### config.mk
export PLATFORM = sky130hd
export DESIGN_NAME = is_last_batch_collector
export DESIGN_NICKNAME = d
export VERILOG_FILES = /design/src/rtl/is_last_batch_pkg.sv /design/src/rtl/is_last_batch_accum.sv /design/src/rtl/is_last_batch_collector.sv
export SDC_FILE = /design/constraint.sdc
export NUM_CORES = 1
export LEC_CHECK = 0
export CORE_MARGIN = 2
export CORE_UTILIZATION = 30
export DETAILED_ROUTE_END_ITERATION = 10
export PLACE_DENSITY = 0.49
export SLEW_MARGIN = 25
export SYNTH_ARGS = -nofsm -noshare
export SYNTH_HDL_FRONTEND = slang
export SYNTH_HIERARCHICAL = 1
export SYNTH_SLANG_ARGS = --single-unit
export TNS_END_PERCENT = 30
### constraint.sdc
create_clock -name clk -period 6.1 [get_ports clk]
set_clock_uncertainty 0.1 [all_clocks]
set_input_delay 0.61 -clock clk [delete_from_list [all_inputs] [get_ports clk]]
set_output_delay 0.61 -clock clk [all_outputs]
set_load 0.1 [all_outputs]
### src/rtl/is_last_batch_pkg.sv
// is_last_batch_pkg
// Shared types for the is_last batch collector:
//   - state_t        : collector FSM states (COLLECT, EMIT)
//   - batch_record_t : one per-batch summary record at the default widths
//   - *_WIDTH_DEF    : default widths that batch_record_t is built from
package is_last_batch_pkg;

  localparam int DATA_WIDTH_DEF  = 32;
  localparam int COUNT_WIDTH_DEF = 16;
  localparam int SUM_WIDTH_DEF   = 48;
  localparam int INDEX_WIDTH_DEF = 16;

  typedef enum logic {
    COLLECT = 1'b0,
    EMIT    = 1'b1
  } state_t;

  typedef struct packed {
    logic [COUNT_WIDTH_DEF-1:0] count;
    logic [SUM_WIDTH_DEF-1:0]   sum;
    logic [DATA_WIDTH_DEF-1:0]  first;
    logic [DATA_WIDTH_DEF-1:0]  last;
    logic [INDEX_WIDTH_DEF-1:0] index;
    logic                       overflow;
  } batch_record_t;

endpackage

### src/rtl/is_last_batch_accum.sv
// is_last_batch_accum
// Per-batch datapath: element count (saturating), payload sum (wrapping),
// first payload and sticky overflow flag.
// Ports:
//   clk, rst            : clock, synchronous active-low reset
//   absorb_in           : a FIFO entry is popped this cycle
//   clear_in            : batch ends this cycle; registers return to zero
//   data_in             : payload of the popped entry
//   count_next_out ...  : batch values including the entry being absorbed,
//                         used by the top to latch the completed record
module is_last_batch_accum
  import is_last_batch_pkg::*;
#(
  parameter int DATA_WIDTH  = 32,
  parameter int COUNT_WIDTH = 16,
  parameter int SUM_WIDTH   = 48
) (
  input  logic                   clk,
  input  logic                   rst,
  input  logic                   absorb_in,
  input  logic                   clear_in,
  input  logic [DATA_WIDTH-1:0]  data_in,
  output logic [COUNT_WIDTH-1:0] count_next_out,
  output logic [SUM_WIDTH-1:0]   sum_next_out,
  output logic [DATA_WIDTH-1:0]  first_next_out,
  output logic                   overflow_next_out
);

  localparam logic [COUNT_WIDTH-1:0] COUNT_MAX = {COUNT_WIDTH{1'b1}};

  logic [COUNT_WIDTH-1:0] count_q, count_d;
  logic [SUM_WIDTH-1:0]   sum_q, sum_d;
  logic [DATA_WIDTH-1:0]  first_q, first_d;
  logic                   overflow_q, overflow_d;
  logic                   at_max;

  // Values the batch would hold after absorbing data_in.
  always_comb begin
    at_max            = (count_q == COUNT_MAX);
    count_next_out    = at_max ? count_q : count_q + COUNT_WIDTH'(1);
    // The pop arriving while already at the maximum is the one that would
    // exceed it, so it raises the sticky overflow.
    overflow_next_out = overflow_q | at_max;
    sum_next_out      = sum_q + {{(SUM_WIDTH-DATA_WIDTH){1'b0}}, data_in};
    first_next_out    = (count_q == '0) ? data_in : first_q;
  end

  // Clear wins over absorb: the is_last pop is absorbed into the record
  // latched by the top, not into the next batch.
  always_comb begin
    count_d    = count_q;
    sum_d      = sum_q;
    first_d    = first_q;
    overflow_d = overflow_q;
    if (clear_in) begin
      count_d    = '0;
      sum_d      = '0;
      first_d    = '0;
      overflow_d = 1'b0;
    end else if (absorb_in) begin
      count_d    = count_next_out;
      sum_d      = sum_next_out;
      first_d    = first_next_out;
      overflow_d = overflow_next_out;
    end
  end

  always_ff @(posedge clk) begin
    if (!rst) begin
      count_q    <= '0;
      sum_q      <= '0;
      first_q    <= '0;
      overflow_q <= 1'b0;
    end else begin
      count_q    <= count_d;
      sum_q      <= sum_d;
      first_q    <= first_d;
      overflow_q <= overflow_d;
    end
  end

endmodule

### src/rtl/is_last_batch_collector.sv
// is_last_batch_collector
// Drains a show-ahead callback FIFO one entry per cycle, groups entries into
// batches terminated by is_last, and presents one summary record per batch
// over a ready/valid interface.
// Ports:
//   clk, rst           : clock, synchronous active-low reset
//   cb_rden_out        : pop request to the callback FIFO
//   cb_empty_in        : FIFO empty
//   cb_a_in            : head-entry payload
//   cb_is_last_in      : head entry closes its batch
//   rec_valid_out      : summary record valid
//   rec_ready_in       : consumer accepts the record
//   rec_count_out      : elements in the batch (saturating)
//   rec_sum_out        : payload sum modulo 2^SUM_WIDTH
//   rec_first_out      : first payload of the batch
//   rec_last_out       : payload of the is_last entry
//   rec_index_out      : batch sequence number from 0
//   rec_overflow_out   : count saturated in this batch
module is_last_batch_collector
  import is_last_batch_pkg::*;
#(
  parameter int DATA_WIDTH  = 32,
  parameter int COUNT_WIDTH = 16,
  parameter int SUM_WIDTH   = 48,
  parameter int INDEX_WIDTH = 16
) (
  input  logic                   clk,
  input  logic                   rst,
  output logic                   cb_rden_out,
  input  logic                   cb_empty_in,
  input  logic [DATA_WIDTH-1:0]  cb_a_in,
  input  logic                   cb_is_last_in,
  output logic                   rec_valid_out,
  input  logic                   rec_ready_in,
  output logic [COUNT_WIDTH-1:0] rec_count_out,
  output logic [SUM_WIDTH-1:0]   rec_sum_out,
  output logic [DATA_WIDTH-1:0]  rec_first_out,
  output logic [DATA_WIDTH-1:0]  rec_last_out,
  output logic [INDEX_WIDTH-1:0] rec_index_out,
  output logic                   rec_overflow_out
);

  state_t                 state_q, state_d;
  logic [INDEX_WIDTH-1:0] index_q, index_d;

  logic [COUNT_WIDTH-1:0] rec_count_q, rec_count_d;
  logic [SUM_WIDTH-1:0]   rec_sum_q, rec_sum_d;
  logic [DATA_WIDTH-1:0]  rec_first_q, rec_first_d;
  logic [DATA_WIDTH-1:0]  rec_last_q, rec_last_d;
  logic [INDEX_WIDTH-1:0] rec_index_q, rec_index_d;
  logic                   rec_overflow_q, rec_overflow_d;

  logic                   pop;
  logic                   batch_end;
  logic [COUNT_WIDTH-1:0] acc_count;
  logic [SUM_WIDTH-1:0]   acc_sum;
  logic [DATA_WIDTH-1:0]  acc_first;
  logic                   acc_overflow;

  // rst is part of the pop term so the FIFO is never drained while the
  // collector is being held in reset.
  always_comb begin
    pop       = rst && (state_q == COLLECT) && !cb_empty_in;
    batch_end = pop && cb_is_last_in;
  end

  is_last_batch_accum #(
    .DATA_WIDTH (DATA_WIDTH),
    .COUNT_WIDTH(COUNT_WIDTH),
    .SUM_WIDTH  (SUM_WIDTH)
  ) u_accum (
    .clk              (clk),
    .rst              (rst),
    .absorb_in        (pop),
    .clear_in         (batch_end),
    .data_in          (cb_a_in),
    .count_next_out   (acc_count),
    .sum_next_out     (acc_sum),
    .first_next_out   (acc_first),
    .overflow_next_out(acc_overflow)
  );

  // The record register is loaded only on the is_last pop, so it stays
  // stable for the whole EMIT wait regardless of what the FIFO presents.
  always_comb begin
    state_d        = state_q;
    index_d        = index_q;
    rec_count_d    = rec_count_q;
    rec_sum_d      = rec_sum_q;
    rec_first_d    = rec_first_q;
    rec_last_d     = rec_last_q;
    rec_index_d    = rec_index_q;
    rec_overflow_d = rec_overflow_q;
    case (state_q)
      COLLECT: begin
        if (batch_end) begin
          rec_count_d    = acc_count;
          rec_sum_d      = acc_sum;
          rec_first_d    = acc_first;
          rec_last_d     = cb_a_in;
          rec_index_d    = index_q;
          rec_overflow_d = acc_overflow;
          state_d        = EMIT;
        end
      end
      EMIT: begin
        if (rec_ready_in) begin
          index_d = index_q + INDEX_WIDTH'(1);
          state_d = COLLECT;
        end
      end
      default: state_d = COLLECT;
    endcase
  end

  always_ff @(posedge clk) begin
    if (!rst) begin
      state_q        <= COLLECT;
      index_q        <= '0;
      rec_count_q    <= '0;
      rec_sum_q      <= '0;
      rec_first_q    <= '0;
      rec_last_q     <= '0;
      rec_index_q    <= '0;
      rec_overflow_q <= 1'b0;
    end else begin
      state_q        <= state_d;
      index_q        <= index_d;
      rec_count_q    <= rec_count_d;
      rec_sum_q      <= rec_sum_d;
      rec_first_q    <= rec_first_d;
      rec_last_q     <= rec_last_d;
      rec_index_q    <= rec_index_d;
      rec_overflow_q <= rec_overflow_d;
    end
  end

  always_comb begin
    cb_rden_out      = pop;
    rec_valid_out    = (state_q == EMIT);
    rec_count_out    = rec_count_q;
    rec_sum_out      = rec_sum_q;
    rec_first_out    = rec_first_q;
    rec_last_out     = rec_last_q;
    rec_index_out    = rec_index_q;
    rec_overflow_out = rec_overflow_q;
  end

endmodule
==> out/metrics.yaml, run 1 <==
hold_violations: 0
cts_tree: "built"
synthAdderAreaFrac: 0.03780
synth_top_family_by_area: "simple AND/OR/NAND/NOR gates"
clock_sinks: 259
netlist_area_um2: 12110
cpPeakStageDelay_ns: 0.46
num_vias: 10650
antenna_found_initial: 0
synth_cell_types: 61
fmax_ghz: 0.2474
status: "complete, no violations"
ctsHoldBuffers: 0
crit_chain: "clkdlybuf4s50_1 -> ha_1 -> fa_1 -> a21oi_1 -> o21ai_0 -> a21o_1 -> a2111o_1 -> a2111oi_4 -> nor3b_4 -> a21boi_4 -> nor4_1 -> xor2_1 -> nand2_1 -> a21oi_1"
crit_path_start_kind: "input pin"
numPortBuffers: 183
ir_drop_mv: 0.1814
post-route-cell-area_um2: 15390
ios: 184
post-route-period-util: 0.6626
layout_min_cycle_time_ns: 4.042
synth-compound-area-share: 0.1448
crit_fanout: 14
die_area_um2: 42000
setup_viol: 0
synth_edf_count: 0
num_rows: 73
worst-setup-path-type: "input pin to flip-flop"
synthToLayoutAreaGrowth_pct: 27.04
drt_first_pass_iters: 9
initial_core_util: 0.3042
synth_xor_area_frac: 0.05856
synthCells: 1514
cts_buffer_depth: 3
cp_top_family: "compound AO/OA/AOI/OAI gates"
cts_resized: 0
post_cts_buffers: 0
syn-mean-instance-area_um2: 8.001
p_leak_nw: 5.547
coreArea_um2: 39820
yosysTopAreaCellShare: 0.4280
powerDensity_nw_per_um2: 288.2
die_w_um: 205.0
totalWireLength_um: 35710
synth.area.mux_share: 0.05794
async_reset_ff_frac: 0
cts-root-buf: "clkbuf_16"
rsz0062_at_grt: "false"
vias_per_cell: 4.856
relSlewSlack: 0.2592
synth.area.top_cells: "dfxtp_1 43%, nand2_1 11%, a21oi_1 8.1%"
drc: 0
required_ns: 6.37
cpMaxStageDelayCell: "clkdlybuf4s50_1"
cts_buffers: 34
end_kind: "flip-flop"
die_h_um: 205.0
slew_violations: 0
grt_pass1_wl_um: 56580
drive_gt1_frac: 0.07070
worst_slew_pin_slew_ns: 1.108
place_congestion: 0.8331
crit_top_cell: "a21oi_1"
cts_max_level: 2
dpl_cell_area_um2: 14300
synth_flop_cell: "dfxtp_1"
grtUsageTotal: 0.1683
critPathArrivalTime_ns: 4.31
drtAntennaViolNets: 0
clk_latency_ns: 0.51
synthSimpleGateAreaFrac: 0.2338
fin_nets: 1722
clk_pin_slew_ns: 0.05
dr.first_iter.drc_count: 509
ys_ff_latch: 259
hp-class: "flip-flop to flip-flop"
maxCapViolations: 0
grt_pass1_vias: 10260
grt.overflow.total: 0
ys.warnings.count: 6
syn_nets: 1587
yosysTopAreaCell: "dfxtp_1"
path_buf_inv: 1
antenna_cells: 0
dp_hpwl_um: 23900
avgRoutedWirePerCell_um: 16.27
setup_tns_ns: 0
grt_max_degree: 78
yosysSeqAreaShare: 0.4280
worst min-delay path, cell delays in order, from the launching register on:
cell and delay [ns]:
dfxtp_1 0.30, nand2_1 0.05, a21oi_1 0.05
final cells by class:
cell class	count	area [um^2]
sequential	259	5185
clock inverter	4	48.80
fill	4171	24430
tap	525	656.9
timing repair buffer	195	1917
inverter	16	65.06
multi-input combinational	1143	6477
clock buffer	52	1040
synthesized netlist by cell type (22+ instances only):
cell and number:
xor2_1 37, o21ai_0 32, nor2_1 153, xnor2_1 44, a21oi_1 195, dfxtp_1 259
clkbuf_1 52, nand2_1 344, mux2i_1 33, buf_2 26, mux2_2 33, ha_1 35
nor3_1 47, nand3_1 36, nand4_1 22
metal layers:
metal	wire, um	share of wire	up-vias	GRT usage
met4	791	0.022	0	0.04985
met3	1932	0.054	49	0.03627
met2	16110	0.45	211	0.2705
met5	0	0	-	0
met1	16870	0.47	4995	0.2258
li1	-	-	5399	-
worst paths after layout:
path	from	to	slack [ns]	depth (start not counted)
min reg2reg	rec_sum_out[29]	rec_sum_out[29]	0.35	2
max reg2reg	u_accum/sum_q[0]	rec_sum_out[46]	2.36	13
min	rec_sum_out[29]	rec_sum_out[29]	0.35	2
max	cb_a_in[0]	rec_sum_out[46]	2.06	14
registers in the layout, indices dropped and copies added (netlist names), 16 cells and up:
| signal | flops |
|---|---|
| index_q | 16 |
| rec_count_out | 16 |
| rec_first_out | 32 |
| rec_index_out | 16 |
| rec_last_out | 32 |
| rec_sum_out | 48 |
| u_accum/count_q | 16 |
| u_accum/first_q | 32 |
| u_accum/sum_q | 48 |
cell families (layout without fill, tap and decap cells):
group	count (synthesis)	after routing
simple gates	663	663
compound gates	297	297
fa+ha+maj	36	36
flops	259	259
mux	66	66
xor+xnor	81	81
buf+inv	112	267
placed cells by master, fill, tap and decap left out, types with 9 or more instances in the layout:
master / n
a21o_1: 18
a21oi_1: 195
and3_1: 11
buf_4: 12
clkbuf_16: 35
clkbuf_8: 10
clkdlybuf4s50_1: 182
dfxtp_1: 259
ha_1: 35
inv_1: 13
mux2_2: 33
mux2i_1: 33
nand2_1: 343
nand3_1: 36
nand4_1: 22
nor2_1: 153
nor3_1: 47
nor4_1: 9
o21ai_0: 32
or3_1: 16
xnor2_1: 44
xor2_1: 37
report_power, final:
group / leakage, nW / internal, mW / switching (mW) / total, mW
Sequential: 2.10 / 1.75 / 0.0295 / 1.78
Clock: 0.538 / 1.21 / 0.737 / 1.94
Combinational: 2.91 / 0.220 / 0.494 / 0.714
Total: 5.55 / 3.18 / 1.26 / 4.44
metrics by stage:
step | worst slack [ns] | instances | hold WS, ns | total power, mW | util
global placement | 1.570 | 2138 | 0.3431 | 2.532 | 0.3592
detailed placement | 1.581 | 2138 | 0.3461 | 2.534 | 0.3591
CTS | 2.089 | 2194 | 0.3532 | 4.520 | 0.3865
global route | 1.847 | 2194 | 0.3689 | 4.652 | 0.3865
finish | 2.058 | 2194 | 0.3502 | 4.436 | 0.3865
floorplan | 2.073 | 1514 | 0.3318 | 2.343 | -
Note: power is estimated with default switching activity, not from simulation.
==> run 2, diff against run 1 <==
==> constraint.sdc (replaced) <==
create_clock -name clk -period 4 [get_ports clk]
set_clock_uncertainty 0.1 [all_clocks]
set_input_delay 0.4 -clock clk [delete_from_list [all_inputs] [get_ports clk]]
set_output_delay 0.4 -clock clk [all_outputs]
set_load 0.1 [all_outputs]
==> run 2 against run 1 <==
Against the previous run: clock power grew 48%; power grew 51%; final area grew 1.7%; hold slack gained 0.0014 ns; critical path depth grew 1; non-clock buffer count grew 33; worst setup slack lost 1.5 ns; register-to-register slack lost 1.8 ns; count of clock-buffer cells in the layout shrank 7; sequential cell count is the same; wire length shrank 0.53%.
==> out/metrics.yaml, run 2 (same netlist as run 1, synthesis figures left out) <==
die_w_um: 205.0  # unchanged
grtUsageTotal: 0.1663  # -0.002023
min-delay-start: "rec_last_out[30]"
die_area_um2: 42000  # unchanged
cts_resized: 0  # unchanged
slew_violations: 0  # unchanged
grt_max_degree: 147  # +88%
crit_fanout: 13  # -1
post_cts_buffers: 0  # unchanged
worst-setup-path-type: "input pin to flip-flop"
wl_met3_um: 1933  # about the same
vias_per_cell: 4.862  # +0.12%
layout_min_cycle_time_ns: 3.458
drt_first_pass_iters: 5  # -4
rsz0062_at_grt: "false"
coreArea_um2: 39820  # unchanged
topRoutingLayerUsed: "met4"
die_h_um: 205.0  # unchanged
clk_pin_slew_ns: 0.06  # about the same
relSlewSlack: 0.2672  # +0.008093
num_rows: 73  # unchanged
dp_hpwl_um: 24280  # +1.6%
crit_top_cell: "a21oi_1"
ir_drop_mv: 0.2966  # +64%
setup_viol: 0  # unchanged
critPathArrivalTime_ns: 3.85  # -0.46 ns
nFillCells: 4205  # +0.82%
ctsHoldBuffers: 0  # unchanged
dp_cells: 2171  # +1.5%
synthToLayoutAreaGrowth_pct: 29.18
cpPeakStageDelay_ns: 0.46  # about the same
cpMaxStageDelayCell: "a2111o_1"
layout_commonest_cell: "nand2_1"
grt_pass1_vias: 10570  # +3.0%
crit_chain: "clkdlybuf4s50_1 -> ha_1 -> fa_1 -> a21oi_1 -> o21ai_0 -> a21o_1 -> a2111o_1 -> a2111oi_4 -> nor3b_4 -> a21boi_4 -> buf_12 -> buf_4 -> xnor2_1 -> nand2_1 -> a21oi_1"
drive_gt1_frac: 0.09053  # +0.01983
pre_cts_ws_ns: -0.02873  # -1.610 ns
maxCapViolations: 0  # unchanged
cts_max_level: 1  # -1
cts_buffer_depth: 3  # unchanged
initial_core_util: 0.3042  # unchanged
post-route-period-util: 0.8645
regToRegStartpoint: "u_accum/sum_q[0]"
ios: 184  # unchanged
drc: 0  # unchanged
hold_violations: 0  # unchanged
fin_nets: 1752  # +1.7%
layout_setup_ws_ns: 0.5420  # -1.516 ns
antenna_found_initial: 0  # unchanged
fin_cells: 2226  # +1.5%
fmax_ghz: 0.2892
numPortBuffers: 183  # unchanged
final_core_util: 0.3930  # +0.006504
worst_slew_pin_slew_ns: 1.096  # -0.01210 ns
wl_met2_um: 16410  # +1.9%
hp-class: "flip-flop to flip-flop"
grt.overflow.total: 0  # unchanged
totalWireLength_um: 35520  # -0.53%
m1WireLength_um: 16410  # -2.7%
end_kind: "flip-flop"
required_ns: 4.39  # -1.98 ns
dr.first_iter.drc_count: 431  # -15%
drtAntennaViolNets: 0  # unchanged
clk_latency_ns: 0.56  # +0.05 ns
antenna_cells: 0  # unchanged
place_congestion: 0.8292  # -0.47%
powerDensity_nw_per_um2: 429.2  # +49%
avgRoutedWirePerCell_um: 15.96  # -2.0%
clock_sinks: 259  # unchanged
cts-root-buf: "clkbuf_16"
crit_path_start: "cb_a_in[0]"
cts_tree: "built"
layout_common_cells: "343 x nand2_1, 259 x dfxtp_1, 195 x a21oi_1"
status: "complete, no violations"
crit_path_start_kind: "input pin"
fin_hold_ws_ns: 0.3516  # +0.001426 ns
p_leak_nw: 5.706  # +2.9%
setup_tns_ns: 0  # unchanged
num_vias: 10820  # +1.6%
cts_buffers: 31  # -8.8%
grt_pass1_wl_um: 56480  # -0.17%
## run 2: changes by cell type in the layout (fill, tap and decap cells not counted), sizes merged
cell           before  now
clkinvlp            0    2
clkdlybuf4s50     182  180
buf                13   48
bufinv              1    3
clkbuf             52   45
clkinv              2    4
## run 2: critical path, delay by kind of cell
family | cells | cell delay, ns
adder cells (fa/ha/maj) | 2 | 0.67
XOR/XNOR | 1 | 0.10
AND/OR/NAND/NOR | 2 | 0.17
buffers and inverters | 3 | 0.70
AO/OA/AOI/OAI | 7 | 1.80
## run 2: metrics by stage
| stage | power (mW) | cell area [um^2] |
|---|---|---|
| 2_1_floorplan | 3.573 | 12120 |
| 3_3_place_gp | 3.898 | 14610 |
| 3_5_place_dp | 3.904 | 14620 |
| 4_1_cts | 6.830 | 15660 |
| 5_1_grt | 7.013 | 15650 |
| 6_report | 6.716 | 15650 |
## run 2: layout make-up
class	instances	area, um^2	share of cell area
flip-flops and latches	259	5185	0.3313
repair buffers	228	2220	0.1418
clock buffers	45	908.4	0.05805
inverters	16	65.06	0.004158
multi-input cells	1143	6480	0.4141
well taps	525	656.9	0.04198
clock inverters	10	133.9	0.008555
## run 2: worst paths after layout
kind / end / slack [ns] / cells after the start
min reg2reg: rec_last_out[30] / 0.35 / 2
max reg2reg: rec_sum_out[32] / 0.57 / 14
max: rec_sum_out[32] / 0.54 / 15
min: rec_last_out[30] / 0.35 / 2
## run 2: per-layer routing
layer	GRT usage	up-vias
li1	-	5451
met3	0.03945	50
met2	0.2775	189
met5	0	-
met4	0.03854	0
met1	0.2165	5132
## run 2: power by group
part	switching, mW	internal, mW	leakage, nW
registers	0.0454	2.67	2.10
logic	0.763	0.364	3.10
clock network	1.12	1.75	0.509
==> run 3, diff against run 2 <==
--- a/config.mk
+++ b/config.mk
@@ -7,6 +7,7 @@
 export LEC_CHECK = 0
 export CORE_MARGIN = 2
 export CORE_UTILIZATION = 30
+export CTS_CLUSTER_DIAMETER = 120
 export DETAILED_ROUTE_END_ITERATION = 10
 export PLACE_DENSITY = 0.49
 export SLEW_MARGIN = 25
==> results of run 3 <==
The final DEF is identical to that of run 2; final timing and power are the same.
